===== src/rtl/alu_share_arb.sv =====
// rtl/alu_share_arb.sv - round-robin arbiter sharing one small ALU between several requesters
//
// Purpose:
//   Grants one pending requester at a time (round-robin), captures its op code
//   and operands, computes a W+1-bit ALU result and returns it with the
//   requester index over a valid/ready handshake.
//   Op codes: 00 AND, 01 OR, 10 SUB (wraps to W+1 bits), 11 ADD (carry in bit W).
//
// Optional feature:
//   ALU_SHARE_ARB_PIPE_EN - adds an EXEC2 state; the raw ALU result is
//   registered in EXEC and moved to rsp_data in EXEC2 (one extra cycle).
//
// Ports:
//   clk        clock, all state on rising edge
//   rst_n      asynchronous active-low reset
//   req        per-requester request, held high until granted
//   req_code   op code per requester, slice i = [2i+1:2i]
//   req_a      operand a per requester, slice i = [W*i+W-1:W*i]
//   req_b      operand b per requester, same slicing
//   gnt        one-hot, one-cycle pulse: request i accepted
//   rsp_valid  result available
//   rsp_id     index of the requester owning the result
//   rsp_data   ALU result (W+1 bits)
//   rsp_ready  consumer accepts the result
//   busy       high whenever the FSM is not idle

module alu_share_arb #(
    parameter int NREQ = 4,
    parameter int IDW  = 2,
    parameter int W    = 4
) (
    input  logic                clk,
    input  logic                rst_n,
    input  logic [NREQ-1:0]     req,
    input  logic [2*NREQ-1:0]   req_code,
    input  logic [W*NREQ-1:0]   req_a,
    input  logic [W*NREQ-1:0]   req_b,
    output logic [NREQ-1:0]     gnt,
    output logic                rsp_valid,
    output logic [IDW-1:0]      rsp_id,
    output logic [W:0]          rsp_data,
    input  logic                rsp_ready,
    output logic                busy
);

`ifdef ALU_SHARE_ARB_PIPE_EN
    typedef enum logic [1:0] {S_IDLE, S_EXEC, S_RESP, S_EXEC2} state_t;
`else
    typedef enum logic [1:0] {S_IDLE, S_EXEC, S_RESP} state_t;
`endif

    state_t         state, state_n;
    logic [IDW-1:0] ptr, ptr_n;
    logic [1:0]     code_q, code_n;
    logic [W-1:0]   a_q, a_n;
    logic [W-1:0]   b_q, b_n;
    logic [IDW-1:0] sel_q, sel_n;
    logic [NREQ-1:0] gnt_n;
    logic           valid_n;
    logic [IDW-1:0] id_n;
    logic [W:0]     data_n;
    logic           busy_n;
    logic [IDW-1:0] sel_c;
    logic [IDW-1:0] cand;
`ifdef ALU_SHARE_ARB_PIPE_EN
    logic [W:0]     res_q, res_n;
`endif

    function automatic logic [W:0] alu(input logic [1:0] code,
                                       input logic [W-1:0] a,
                                       input logic [W-1:0] b);
        logic [W:0] r;
        case (code)
            2'b00:   r = {1'b0, a & b};
            2'b01:   r = {1'b0, a | b};
            2'b10:   r = {1'b0, a} - {1'b0, b};
            default: r = {1'b0, a} + {1'b0, b};
        endcase
        return r;
    endfunction

    // Round-robin pick: scan downward from ptr+NREQ to ptr+1 so the last hit,
    // i.e. the closest index above ptr, wins. Indices never reach NREQ.
    always_comb begin
        sel_c = '0;
        cand  = '0;
        for (int k = NREQ; k >= 1; k--) begin
            cand = IDW'((int'(ptr) + k) % NREQ);
            if (req[cand]) begin
                sel_c = cand;
            end
        end
    end

    always_comb begin
        state_n = state;
        ptr_n   = ptr;
        code_n  = code_q;
        a_n     = a_q;
        b_n     = b_q;
        sel_n   = sel_q;
        gnt_n   = '0;
        valid_n = rsp_valid;
        id_n    = rsp_id;
        data_n  = rsp_data;
`ifdef ALU_SHARE_ARB_PIPE_EN
        res_n   = res_q;
`endif
        case (state)
            S_IDLE: begin
                if (|req) begin
                    gnt_n   = NREQ'(1) << sel_c;
                    code_n  = req_code[2*sel_c +: 2];
                    a_n     = req_a[W*sel_c +: W];
                    b_n     = req_b[W*sel_c +: W];
                    sel_n   = sel_c;
                    ptr_n   = sel_c;
                    state_n = S_EXEC;
                end
            end
`ifdef ALU_SHARE_ARB_PIPE_EN
            S_EXEC: begin
                res_n   = alu(code_q, a_q, b_q);
                state_n = S_EXEC2;
            end
            S_EXEC2: begin
                data_n  = res_q;
                id_n    = sel_q;
                valid_n = 1'b1;
                state_n = S_RESP;
            end
`else
            S_EXEC: begin
                data_n  = alu(code_q, a_q, b_q);
                id_n    = sel_q;
                valid_n = 1'b1;
                state_n = S_RESP;
            end
`endif
            S_RESP: begin
                if (rsp_ready) begin
                    valid_n = 1'b0;
                    state_n = S_IDLE;
                end
            end
            default: begin
                state_n = S_IDLE;
                valid_n = 1'b0;
            end
        endcase
        // busy is registered, so it follows the state being entered
        busy_n = (state_n != S_IDLE);
    end

    always_ff @(posedge clk or negedge rst_n) begin
        if (!rst_n) begin
            state     <= S_IDLE;
            ptr       <= IDW'(NREQ - 1);
            code_q    <= '0;
            a_q       <= '0;
            b_q       <= '0;
            sel_q     <= '0;
            gnt       <= '0;
            rsp_valid <= 1'b0;
            rsp_id    <= '0;
            rsp_data  <= '0;
            busy      <= 1'b0;
`ifdef ALU_SHARE_ARB_PIPE_EN
            res_q     <= '0;
`endif
        end else begin
            state     <= state_n;
            ptr       <= ptr_n;
            code_q    <= code_n;
            a_q       <= a_n;
            b_q       <= b_n;
            sel_q     <= sel_n;
            gnt       <= gnt_n;
            rsp_valid <= valid_n;
            rsp_id    <= id_n;
            rsp_data  <= data_n;
            busy      <= busy_n;
`ifdef ALU_SHARE_ARB_PIPE_EN
            res_q     <= res_n;
`endif
        end
    end

endmodule


===== config.mk =====
export PLATFORM = sky130hd
export DESIGN_NAME = alu_share_arb
export DESIGN_NICKNAME = d
export VERILOG_FILES = /design/src/rtl/alu_share_arb.sv
export SDC_FILE = /design/constraint.sdc
export NUM_CORES = 1
export LEC_CHECK = 0
export ABC_AREA = 1
export ABC_CLOCK_PERIOD_IN_PS = 2500
export CAP_MARGIN = 20
export CORE_ASPECT_RATIO = 0.8
export CORE_MARGIN = 8
export CORE_UTILIZATION = 48
export DETAILED_ROUTE_END_ITERATION = 10
export PLACE_DENSITY_LB_ADDON = 0.3
export SYNTH_ARGS = -nofsm -noshare
export SYNTH_HDL_FRONTEND = slang
export SYNTH_SLANG_ARGS = --single-unit

===== constraint.sdc =====
create_clock -name clk -period 2.5 [get_ports clk]
set_input_delay 0.5 -clock clk [delete_from_list [all_inputs] [get_ports clk]]
set_output_delay 0.5 -clock clk [all_outputs]
set_load 0.01 [all_outputs]

==> qor.yml <==
run_status:
  outcome: "finished, final reports clean"
synthesis:
  synthSimpleGateAreaFrac: 0.351
  syn_inst: 319
  yosysTopAreaCell: "dfrtp_1"
  yosysUniqueCellTypes: 29
  synth_top_area_frac: 0.324
  syn_area_um2: 2090
  synthAdderAreaFrac: 0.0516
  synth_area_leaders: "dfrtp_1 (32%), nand2_1 (18%), nand3_1 (12%), inv_1 (11%), ha_1 (4.2%)"
  synth_flop_cell: "dfrtp_1"
  synth_top_family_by_area: "simple AND/OR/NAND/NOR gates"
  synth.top_cells.by_count: "nand2_1 (98), inv_1 (62), nand3_1 (48), dfrtp_1 (27), nor2_1 (21)"
  synth_edf_count: 0
  synth_most_common_cell: "nand2_1"
  ys_seq_area_frac: 0.349
  synth_compound_area_frac: 0.0708
  yosys_warnings: 0
  syn-num-nets: 374
  synthMuxAreaShare: 0
  async_flop_share: 1.00
  synth_xor_area_frac: 0.0168
  avgSynthCellArea_um2: 6.54
  synth_seq_cells: 29
critical_path:
  r2r_start: "b_q[1]$_DFFE_PN0P_"
  cp_max_fo: 4
  startpoint_type: "flop"
  rrSetupSlack_ns: 0.14
  crit_type: "flop to flop"
  worst_ep_required_time_ns: 2.70
  r2r_end: "rsp_data[3]$_DFFE_PN0P_"
  cp-end-kind: "flop"
  cp.arrival_ns: 2.56
  r2r_cells: 10
route:
  wl_mm: 5.28
  remaining_drc_errors: 0
  wl_per_cell_um: 12.1
  vias: 2100
  detail-route-antenna-nets: 0
  vias_per_cell: 4.82
  drtIter0Drc: 117
  drtPass1Iterations: 4
finish:
  diodes: 0
  finalNetCount: 433
  final_cell_count_no_fill: 436
  area_growth_syn_to_layout_pct: 35.3
  drive_gt1_frac: 0.0660
clocking:
  ctsLongestPathBuffers: 2
  insertion_delay_ns: 0.28
  cts_tree: "done"
  cts_setup_buffers: 0
  cts-root-buf: "clkbuf_8"
  cts-htree-levels: 2
  numClockSinks: 29
  cts_buffers: 5
  clk_pin_slew_ns: 0.06
  cts_hold_buf: 0
die:
  rows: 21
  initial_core_util: 0.499
  dieWidth_um: 89.7
  die_h_um: 75.0
  design.die.area_um2: 6720
  fp.coreArea_um2: 4180
  ios: 60
power:
  powerDensity_nw_per_um2: 1460
  power_leakage_nw: 1.54
  ir_worst_vdd_v: 0.000876
placed_design:
  dpl.hpwl_mm: 4.08
  dpl_worst_slack_ns: 0.161
  placed_cells: 428
  gp_congestion: 0.897
  io_buffers: 59
min_path:
  holdPathStages: 2
  hp-class: "flop to flop"
  min_to: "rsp_data[4]$_DFFE_PN0P_"
  min_from: "rsp_data[4]$_DFFE_PN0P_"
timing:
  setup-tns-final_ns: 0
  fmax_mhz: 423
  min_period_over_period: 0.946
  worst_slack_ns: 0.136
  finalHoldViolations: 0
  drv_slew: 0
  setup_viol: 0
  fin_worst_skew_ns: 0.00751
  period_minus_slack_ns: 2.36
  relSlewSlack: 0.698
  holdWs_ns: 0.486
  tightest_slew_ns: 0.449
  rsz0062_at_grt: "no"
global_route:
  grt_usage: 0.167
  antenna_found_initial: 0
  grt_pass1_vias: 2043
  grt_overflow: 0
  grt_pass1_wl_mm: 9.11
  grt_max_degree: 30
job:
  drv_cap: 0
## cells in the final DEF, fill, tap and decap left out
| master | count |
|---|---|
| clkbuf_1 | 1 |
| nor3_1 | 1 |
| a41oi_1 | 1 |
| dfrtp_1 | 27 |
| nand3_1 | 48 |
| a221oi_1 | 1 |
| inv_4 | 1 |
| o21ai_0 | 12 |
| dfstp_2 | 2 |
| nand2_1 | 98 |
| bufinv_16 | 1 |
| nor2_2 | 1 |
| nor2_4 | 1 |
| inv_2 | 4 |
| fa_1 | 1 |
| a21oi_1 | 7 |
| clkdlybuf4s50_1 | 59 |
| o31ai_1 | 1 |
| xnor2_1 | 1 |
| nand3_2 | 1 |
| a211oi_1 | 1 |
| ha_1 | 7 |
| xor2_1 | 3 |
| inv_1 | 62 |
| o21ai_1 | 1 |
| nor2_1 | 20 |
| a311oi_1 | 1 |
| clkbuf_8 | 6 |
| buf_4 | 5 |
| a31oi_1 | 1 |
| nand2_2 | 3 |
## registers in the layout, summed over array words and instances, names as in the netlist, 4 cells and up
name	cells
gnt	4
a_q	4
rsp_data	5
b_q	4
## report_power, final
| group | switching [mW] | internal (mW) | total [mW] |
|---|---|---|---|
| combinational | 1.65 | 1.06 | 2.71 |
| clock | 0.176 | 0.324 | 0.501 |
| sequential | 0.198 | 0.713 | 0.911 |
## critical path, cell delays in order, from the launching register on
cell	delay [ns]
dfrtp_1	0.43
inv_1	0.10
ha_1	0.27
o21ai_0	0.39
ha_1	0.32
nand2_1	0.06
nor2_1	0.04
a211oi_1	0.24
xor2_1	0.20
nand2_1	0.08
a41oi_1	0.15
## what timing repair did
| action | 4_1_cts | 5_1_grt |
|---|---|---|
| setup endpoints to repair | 0 | 1 |
| endpoints found under the hold margin | 0 | 0 |
| gates resized for setup | 0 | 1 |
## layer usage
layer / global-route usage / part of all wire / up-vias
li1: - / - / 1093
met1: 0.189 / 0.43 / 919
met2: 0.269 / 0.47 / 73
met3: 0.0717 / 0.077 / 15
met4: 0.0804 / 0.029 / 0
met5: 0 / 0 / -
## kinds of logic (layout without fill, tap and decap cells)
| family | count (synthesis) | after routing |
|---|---|---|
| buf+inv | 79 | 139 |
| simple gates | 173 | 173 |
| xor+xnor | 4 | 4 |
| fa+ha+maj | 8 | 8 |
| compound gates | 26 | 26 |
| flops | 29 | 29 |
## worst max-delay path by stage
stage / to / slack (ns) / startpoint / cells after the start
after floorplan: rsp_data[3]$_DFFE_PN0P_ / 0.50 / b_q[0]$_DFFE_PN0P_ / 10
after global placement: a_q[3]$_DFFE_PN0P_ / 0.21 / req[3] / 14
after detailed placement: rsp_data[3]$_DFFE_PN0P_ / 0.16 / b_q[1]$_DFFE_PN0P_ / 10
after CTS: rsp_data[3]$_DFFE_PN0P_ / 0.14 / b_q[1]$_DFFE_PN0P_ / 10
after global routing: rsp_data[3]$_DFFE_PN0P_ / 0.02 / b_q[1]$_DFFE_PN0P_ / 10
final: rsp_data[3]$_DFFE_PN0P_ / 0.14 / b_q[1]$_DFFE_PN0P_ / 10
## per-stage QoR
step,util,power (mW),cell area (µm²)
finish,0.676,4.12,2820
detailed placement,0.647,3.59,2700
global placement,0.647,3.51,2700
global route,0.676,4.57,2820
CTS,0.675,4.11,2820
floorplan,-,2.98,2090
## layout make-up
type	count	area, µm²
repair buffers	64	628
multi-input cells	211	1020
clock inverters	1	30.0
well taps	57	71.3
inverters	67	254
clock buffers	7	86.3
fillers	379	1360
flip-flops and latches	29	728
(Power assumes the default switching activity.)
